--- src/rtl/sw_job_scheduler.sv ---
// Job scheduler for the Smith-Waterman core: round-robin grant between two requesters,
// buffered load, gap-free stream into the core, bounded wait for finish, tagged result.
module sw_job_scheduler #(
  parameter int SEQ_LEN = 256,
  parameter int SCORE_W = 12,
  parameter int TIMEOUT = 1024
) (
  input  logic               clk,
  input  logic               reset,
  input  logic [1:0]         req,
  output logic [1:0]         gnt,
  input  logic               in_valid,
  output logic               in_ready,
  input  logic [1:0]         in_s,
  input  logic [1:0]         in_t,
  output logic               core_valid,
  output logic [1:0]         core_s,
  output logic [1:0]         core_t,
  input  logic               core_finish,
  input  logic [SCORE_W-1:0] core_max,
  output logic               res_valid,
  input  logic               res_ready,
  output logic [SCORE_W-1:0] res_max,
  output logic               res_id,
  output logic               res_err,
  output logic               busy
);

  localparam int AW = $clog2(SEQ_LEN);
  localparam int WW = $clog2(TIMEOUT);
  localparam logic [AW-1:0] LAST_IDX  = AW'(SEQ_LEN - 1);
  localparam logic [WW-1:0] LAST_WAIT = WW'(TIMEOUT - 1);

  localparam logic [2:0] S_IDLE   = 3'd0;
  localparam logic [2:0] S_LOAD   = 3'd1;
  localparam logic [2:0] S_STREAM = 3'd2;
  localparam logic [2:0] S_WAIT   = 3'd3;
  localparam logic [2:0] S_RESP   = 3'd4;

  logic [2:0]         state, state_nx;
  logic [1:0]         gnt_nx;
  logic               rr, rr_nx;
  logic               res_id_nx;
  logic [AW-1:0]      wr_cnt, wr_cnt_nx;
  logic [AW-1:0]      rd_cnt, rd_cnt_nx;
  logic [WW-1:0]      wait_cnt, wait_cnt_nx;
  logic               core_valid_nx;
  logic [1:0]         core_s_nx, core_t_nx;
  logic               res_valid_nx;
  logic [SCORE_W-1:0] res_max_nx;
  logic               res_err_nx;

  logic [3:0]         pair_buf [SEQ_LEN];
  logic [AW-1:0]      rd_addr;
  logic [3:0]         rd_data;
  logic               pick;

  assign in_ready = (state == S_LOAD);
  assign busy     = (state != S_IDLE);
  assign pick     = req[rr] ? rr : ~rr;

  // The read port runs one pair ahead so the registered core outputs carry buf[rd_cnt].
  assign rd_addr = (state == S_STREAM) ? rd_cnt + 1'b1 : '0;
  assign rd_data = pair_buf[rd_addr];

  always_ff @(posedge clk) begin
    if (state == S_LOAD && in_valid) begin
      pair_buf[wr_cnt] <= {in_s, in_t};
    end
  end

  always_comb begin
    state_nx      = state;
    gnt_nx        = gnt;
    rr_nx         = rr;
    res_id_nx     = res_id;
    wr_cnt_nx     = wr_cnt;
    rd_cnt_nx     = rd_cnt;
    wait_cnt_nx   = wait_cnt;
    core_valid_nx = core_valid;
    core_s_nx     = core_s;
    core_t_nx     = core_t;
    res_valid_nx  = res_valid;
    res_max_nx    = res_max;
    res_err_nx    = res_err;

    case (state)
      S_IDLE: begin
        if (req != 2'b00) begin
          gnt_nx    = pick ? 2'b10 : 2'b01;
          res_id_nx = pick;
          wr_cnt_nx = '0;
          state_nx  = S_LOAD;
        end
      end

      S_LOAD: begin
        if (in_valid) begin
          if (wr_cnt == LAST_IDX) begin
            wr_cnt_nx     = '0;
            rd_cnt_nx     = '0;
            core_valid_nx = 1'b1;
            core_s_nx     = rd_data[3:2];
            core_t_nx     = rd_data[1:0];
            state_nx      = S_STREAM;
          end else begin
            wr_cnt_nx = wr_cnt + 1'b1;
          end
        end
      end

      S_STREAM: begin
        core_valid_nx = 1'b0;
        if (rd_cnt == LAST_IDX) begin
          rd_cnt_nx   = '0;
          core_s_nx   = 2'b00;
          core_t_nx   = 2'b00;
          wait_cnt_nx = '0;
          state_nx    = S_WAIT;
        end else begin
          rd_cnt_nx = rd_cnt + 1'b1;
          core_s_nx = rd_data[3:2];
          core_t_nx = rd_data[1:0];
        end
      end

      // Finish is tested first so it wins over a coincident timeout.
      S_WAIT: begin
        if (core_finish) begin
          res_max_nx   = core_max;
          res_err_nx   = 1'b0;
          res_valid_nx = 1'b1;
          state_nx     = S_RESP;
        end else if (wait_cnt == LAST_WAIT) begin
          res_max_nx   = '0;
          res_err_nx   = 1'b1;
          res_valid_nx = 1'b1;
          state_nx     = S_RESP;
        end else begin
          wait_cnt_nx = wait_cnt + 1'b1;
        end
      end

      S_RESP: begin
        if (res_ready) begin
          res_valid_nx = 1'b0;
          gnt_nx       = 2'b00;
          rr_nx        = ~res_id;
          state_nx     = S_IDLE;
        end
      end

      default: begin
        state_nx = S_IDLE;
      end
    endcase
  end

  always_ff @(posedge clk) begin
    if (reset) begin
      state      <= S_IDLE;
      gnt        <= 2'b00;
      rr         <= 1'b0;
      res_id     <= 1'b0;
      wr_cnt     <= '0;
      rd_cnt     <= '0;
      wait_cnt   <= '0;
      core_valid <= 1'b0;
      core_s     <= 2'b00;
      core_t     <= 2'b00;
      res_valid  <= 1'b0;
      res_max    <= '0;
      res_err    <= 1'b0;
    end else begin
      state      <= state_nx;
      gnt        <= gnt_nx;
      rr         <= rr_nx;
      res_id     <= res_id_nx;
      wr_cnt     <= wr_cnt_nx;
      rd_cnt     <= rd_cnt_nx;
      wait_cnt   <= wait_cnt_nx;
      core_valid <= core_valid_nx;
      core_s     <= core_s_nx;
      core_t     <= core_t_nx;
      res_valid  <= res_valid_nx;
      res_max    <= res_max_nx;
      res_err    <= res_err_nx;
    end
  end

endmodule

--- config.mk ---
export PLATFORM = sky130hd
export DESIGN_NAME = sw_job_scheduler
export DESIGN_NICKNAME = d
export VERILOG_FILES = /design/src/rtl/sw_job_scheduler.sv
export SDC_FILE = /design/constraint.sdc
export NUM_CORES = 1
export LEC_CHECK = 0
export ABC_AREA = 0
export CAP_MARGIN = 20
export CORE_MARGIN = 2
export CORE_UTILIZATION = 30
export CTS_CLUSTER_SIZE = 8
export DETAILED_ROUTE_END_ITERATION = 16
export SLEW_MARGIN = 25
export SYNTH_ARGS = -nofsm -noshare
export SYNTH_HDL_FRONTEND = slang
export SYNTH_SLANG_ARGS = --single-unit
export TNS_END_PERCENT = 100
--- constraint.sdc ---
create_clock -name clk -period 3.4 [get_ports clk]
set_input_delay 0.68 -clock clk [delete_from_list [all_inputs] [get_ports clk]]
set_output_delay 0.68 -clock clk [all_outputs]
set_load 0.01 [all_outputs]
Word level (Yosys, flattened, before mapping)

Memory sizes are Yosys's and may differ from the RTL's.
Cells that the tools add are included.

Memory bits (writable): 1,024
Input bits: 23
Logic and storage cells: 102
Register bits: 52
Memories kept: 1

Memory list:

| memory   | words | bits a word | rd ports | clocked after Yosys merged registers in | write ports | RTL line | source |
|---|---|---|---|---|---|---|---|
| pair_buf | 256   | 4           | 1        | 0                                       | 1           | 53       | `logic [3:0] pair_buf [SEQ_LEN];` |

Multiplexer cells: 48
Equal/unequal tests: 15
Reduce and logical (&&, ||, !) cells: 19
$add $sub $neg: 3
$lt $le $gt $ge: 1
Bitwise gates (word level): 2

Operator list:

| kind                  | count |
|---|---|
| $mux 8                | 7 |
| $pmux 8 s2            | 2 |
| $mux 10               | 3 |
| $mux 12               | 2 |
| $mux 3                | 7 |
| $pmux 10 s2           | 1 |
| $mux 2                | 9 |
| $add 8x1->8 const B   | 2 |
| $eq 8x8->1 const B    | 2 |
| $pmux 3 s5            | 1 |
| $reduce_bool 2->1     | 7 |
| $pmux 2 s2            | 3 |
| $reduce_and 3->1      | 4 |
| $mux 1                | 11 |
| $add 10x1->10 const B | 1 |
| $eq 10x10->1 const B  | 1 |
| $ne 2x2->1 const B    | 5 |
| $eq 3x2->1 const B    | 2 |
| $reduce_and 2->1      | 3 |
| $reduce_and 6->1      | 1 |
| $ne 2x1->1 const B    | 2 |
| $pmux 1 s2            | 2 |
| $reduce_and 4->1      | 1 |
| $eq 3x1->1 const B    | 1 |
| 7 further kinds       | 8 |

Longest topological paths before layout

Depth after elaboration: 6
Mapped depth: 13

Worst setup path before layout

No wires, ideal clock.

Kind: register to register
Start point: reg rd_cnt[0]
End point: reg core_t[1]
Period minus slack after synthesis: 2.745 ns
Arrival time: 2.627 ns
Slack: 0.655 ns
Cell stages (with the launch flop): 10
Buffers on the path: 2
Setup time: 0.117 ns
Required time: 3.283 ns
Path through: dfxtp_1 > ha_1 > xor2_2 > buf_2 > buf_2 > mux4_2 > a211oi_1 > o32ai_1 > a2111o_1 > a32o_1

Word-level cells in the longest chain between the ends: 6
Elaborated cells between the ends (all ways): 8
Classes of those cells: add/sub (1); eq/ne (1); mux (5); memory (1)

Ends and longest elaborated chain:

| what                     | RTL line | source |
|---|---|---|
| start: declaration       | 45       | `logic [AW-1:0] rd_cnt, rd_cnt_nx;` |
| start signal: assignment | 180      | `rd_cnt <= rd_cnt_nx;` |
| $add 8x1->8              | 63       | `assign rd_addr = (state == S_STREAM) ? rd_cnt + 1'b1 : '0;` |
| $mux 8                   | 63       |  |
| $mem_v2 256x4            | --       |  |
| $mux 2                   | 99       | `if (wr_cnt == LAST_IDX) begin` |
| $mux 2                   | 98       | `if (in_valid) begin` |
| $pmux 2 s2 *             | 87       | `case (state)` |
| end signal: assignment   | 184      | `core_t <= core_t_nx;` |
| end: declaration         | 18       | `output logic [1:0] core_t,` |

Every way passes the cells marked *; elsewhere a longest branch is shown, timed or not. The select of a mux whose other input is x is not followed.
A chain may end at the register's enable or synchronous reset.

Worst setup path after layout

Start point: reg state[1]
End point: reg core_t[0]

Word-level cells in the longest chain between the ends: 6
Elaborated cells between the ends (all ways): 12
Classes of those cells: eq/ne (4); mux (5); reduce/logical (2); memory (1)

Ends and longest elaborated chain:

| what                     | RTL line | source |
|---|---|---|
| start: declaration       | 40       | `logic [2:0] state, state_nx;` |
| start signal: assignment | 175      | `state <= state_nx;` |
| $eq 3x2->1               | 63, 87   |  |
| $mux 8                   | 63       |  |
| $mem_v2 256x4            | --       |  |
| $mux 2                   | 99       |  |
| $mux 2                   | 98       |  |
| $pmux 2 s2               | 87       |  |

Parallel ways exist; a longest one is shown, timed or not. The select of a mux whose other input is x is not followed.

==> impl_results.md <==
* Worst R2R Path Depth at 11
* Worst-Skew Late Latency at between 700 and 800 ps
* DIE WIDTH at 387 um
* Worst Tran Pin Value at 917 ps
* Worst path most repeated cell: buf_12
* Synth async-reset ratio at 0%
* Unrepaired setup endpoints after global routing: no
* Final worst clock skew at between 20 and 30 ps
* Met2 Use GR at 28.2%
* Total Routing Usage GR at between 10% and 20%
* Critical Setup Path Class: reg -> reg
* Mapped Avg Cell Area at about 14 um^2
* Fin crit period at about 3400 ps
* Met1 Resource Use GR at 23.9%
* Crit path required time at 4040 ps
* DRC viols at 0
* Critical path arrival at approximately 4000 ps
* Min-Delay Endpoint: pair_buf[217][2]$_DFFE_PP_
* CP endpoint kind: flop
* Max-slew violations at 0
* Outcome: complete, no violations
* Commonest non-fill, non-tap cell in the layout: edfxtp_1
* Worst Setup Start Kind: flop
* Yosys reg bits at 1,076
* Max Cap Viol at 0
* First-pass GRT wire length at 200 mm
* Die footprint at 150,000 um^2
* Hold path startpoint: in_s[0]
* Power share of the clock group at between 40 and 50%
* Nets at around 3,300
* GRT met3 Usage at a little over 4%
* Chip height at a little under 400 um
* Static Leak at approximately 0.016 uW
* Worst vdd ir at 552 uV
* EDFF count, synth at around 1,000
* Core area at between 100,000 and 150,000 um^2
* Busiest metal layer after global routing: met2
* Vias in the first global route at between 20,000 and 30,000
* Total power at approximately 33,000 uW
* Cell Chain, Critical Path: or3b_4, nor2_4, buf_12, buf_12, mux4_2, a22oi_1, a21oi_2, nor4_4, buf_4, a311oi_4, a32o_1
* DRT iter0 DRCs at 3,518
* Critical path's slowest cell: or3b_4
* # hold bufs at CTS at 0
* Initial DRT Pass Iterations at 5
* Slowest stage delay, CP at about 510 ps
* Via Count at a little under 30,000
* Post-Place Cells at just over 5,000
* H-tree levels at 4
* Adder-cell area share of the yosys netlist at less than 1%
* CP delay by family, top: simple AND/OR/NAND/NOR gates
* Crit share post-route at between 90% and 100%
* Row cnt at 140
* Final non-filler cell total at around 5,300
* Synth Cell Area at ~44,000 um^2
* Post-synthesis mux area share at approximately 5.4%
* Clock Sinks at ~1,100
* Initial Utilization at between 30 and 40%
* TritonCTS Buffers at between 150 and 200
* Post-DP HPWL at 87.5 mm
* Ys Warns at 0
* Post-Synth XOR/XNOR Area at less than 1%
* Initial antenna violation count at 3
* Vias per cell at ~5.5
* CP max FO at 28
* Share of layout cells above drive strength 1 at between 10% and 20%
* Final GP Congestion at slightly below 0.9
* TritonCTS clock tree: yes
* Syn Inst Count at 3,069
* Root Buffer: clkbuf_16
* Net load switching power at 8710 uW
* Setup WS post-layout at approximately 18 ps
* Max_slew headroom at around two fifths
* Power per cell area at between 600 and 700 nW/um^2
* Min-delay worst type: in -> reg
* Critical path depth at 11
* Worst r2r src: state[1]$_SDFFE_PP0P_
* Comb pwr share at between 10% and 20%
* Sequential Power Share at a little over two fifths
* Sw Share at 26.1%
* Setup-failing EPs final at 0
* Hold Violations, Final at 0
* Ports at 47
* Simple-Gate Fraction of Synth Area at ~8.7%
* Max Root-Sink Buffers at 3
* Place WS at -715 ps
* Endpoint of the worst-slack reg-to-reg timing path: core_t[0]$_SDFFE_PP0P_
* Seq/Total Area, Yosys at between 70% and 80%
* Port Buffers at between 40 and 50
* Largest net degree at the start of global routing at 85
* Top FF cell, synth: edfxtp_1
* Overflow after GRT at 0
* Post-route ant nets at 0
* R2R setup slack at 20 ps
* Compound-Gate Fraction of Synth Area at around a tenth
* Routed WL per cell at ~26 um
* Fmax at slightly below 300 MHz
* Syn nets at approximately 3,100
* Clock slew at reported path FFs at ~60 ps
* Hold path depth at 1
* Layout overhead on the synthesized area at 19.8%
* Buf/Inv on CP at 3
* Combinational family with the most area after synthesis: compound AO/OA/AOI/OAI gates
* Netlist cell types at 95
* Post-Route WL at ~140 mm
* Internal Power at ~25,000 uW
* Commonest cells after routing, fill and taps aside: edfxtp_1 (1,024), nor2_1 (361), nand2_1 (259), buf_4 (216), clkbuf_16 (155)
## worst register-to-register path, cell delays in order (launching register included)
cell,delay [ps]
dfxtp_1,400
or3b_4,510
nor2_4,170
buf_12,170
buf_12,230
mux4_2,360
a22oi_1,340
a21oi_2,160
nor4_4,370
buf_4,210
a311oi_4,60
a32o_1,290
## power by group through the flow
stage | clock [uW] | sequential, uW | combinational (uW)
finish | 13600 | 14700 | 5070
global route | 14200 | 14700 | 5310
CTS | 13700 | 14700 | 5000
detailed placement | 0 | 14900 | 4900
global placement | 0 | 14900 | 4890
floorplan | 0 | 14900 | 2620
## kinds of logic (layout without fill, tap and decap cells)
group	count (synthesis)	in the layout
and+or+nand+nor	872	872
DFF	1076	1076
xor gates and xnor gates	16	16
other	0	1
adders and majority gates	6	6
AOI/OAI and AO/OA	672	672
buffers and inverters	235	512
muxes	192	192
## metal layers
metal / wire length [um] / part of all wire (%)
met1: 55400 / 40
met2: 64000 / 46
met3: 13800 / 9.9
met4: 5190 / 3.7
met5: 13 / 0.0094
## worst max-delay path by stage
stage | startpoint | end | slack, ps
CTS | rd_cnt[0]$_SDFFE_PP0P_ | core_t[1]$_SDFFE_PP0P_ | 30
finish | state[1]$_SDFFE_PP0P_ | core_t[0]$_SDFFE_PP0P_ | 20
global placement | state[2]$_SDFFE_PP0P_ | core_t[0]$_SDFFE_PP0P_ | -670
global route | state[0]$_SDFFE_PP0P_ | core_t[1]$_SDFFE_PP0P_ | 2
floorplan | rd_cnt[0]$_SDFFE_PP0P_ | core_t[1]$_SDFFE_PP0P_ | 660
detailed placement | state[2]$_SDFFE_PP0P_ | core_t[0]$_SDFFE_PP0P_ | -720
## Yosys cell counts, drive strengths merged (7+ instances only)
library cell,n,area [um^2]
a2111oi,10,95.1
a211oi,45,338
a21oi,130,654
a221o,8,80.1
a221oi,48,427
a22o,10,87.6
a22oi,56,420
a2bb2oi,8,70.1
a311oi,8,70.1
a31o,8,70.1
a31oi,31,194
a32oi,13,114
and2,12,75.1
and3,18,113
buf,120,666
clkbuf,106,398
dfxtp,52,1040
edfxtp,1024,30700
inv,8,30.0
mux2,32,360
mux2i,127,1270
mux4,33,743
nand2,264,1000
nand2b,9,56.3
nand3,88,440
nand4,14,87.6
nor2,363,1370
nor2b,24,150
nor3,40,210
o211ai,34,255
o21ai,108,544
o221a,8,90.1
o221ai,36,315
o22ai,43,269
or3,15,93.8
xnor2,7,87.6
xor2,9,105
## through the flow
stage	setup TNS (ps)	utilization, %	instance area, um^2	hold slack (ps)
after floorplan	0	-	44000	449
after global placement	-1080	33.2	48400	446
after detailed placement	-1130	33.2	48400	457
after CTS	0	36.2	52700	439
after global routing	0	36.2	52800	457
final	0	36.2	52800	445
## state kept, by name, indices dropped and copies added, names as in the netlist
register    flops
core_s          2
core_t          2
core_valid      1
gnt             2
pair_buf     1024
rd_cnt          8
res_err         1
res_id          1
res_max        12
res_valid       1
rr              1
state           3
wait_cnt       10
wr_cnt          8
## layout make-up
class                   count  area, um^2
flip-flops and latches   1076       31800
clock buffers             182        3990
multi-input cells        1758       11400
well taps                1917        2400
repair buffers            309        3030
diodes                      1        2.50
clock inverters            12         144
inverters                   9        36.3
fillers                 13800       93000
## repair_timing
| item | 4_1_cts | 5_1_grt |
|---|---|---|
| buffers inserted | 7 | 4 |
| gates resized for setup | 9 | 8 |
| cloned | 0 | 0 |
| setup endpoints to repair | 2 | 3 |
| pin swaps | 4 | 4 |
Power figures use the tool's default switching activity.
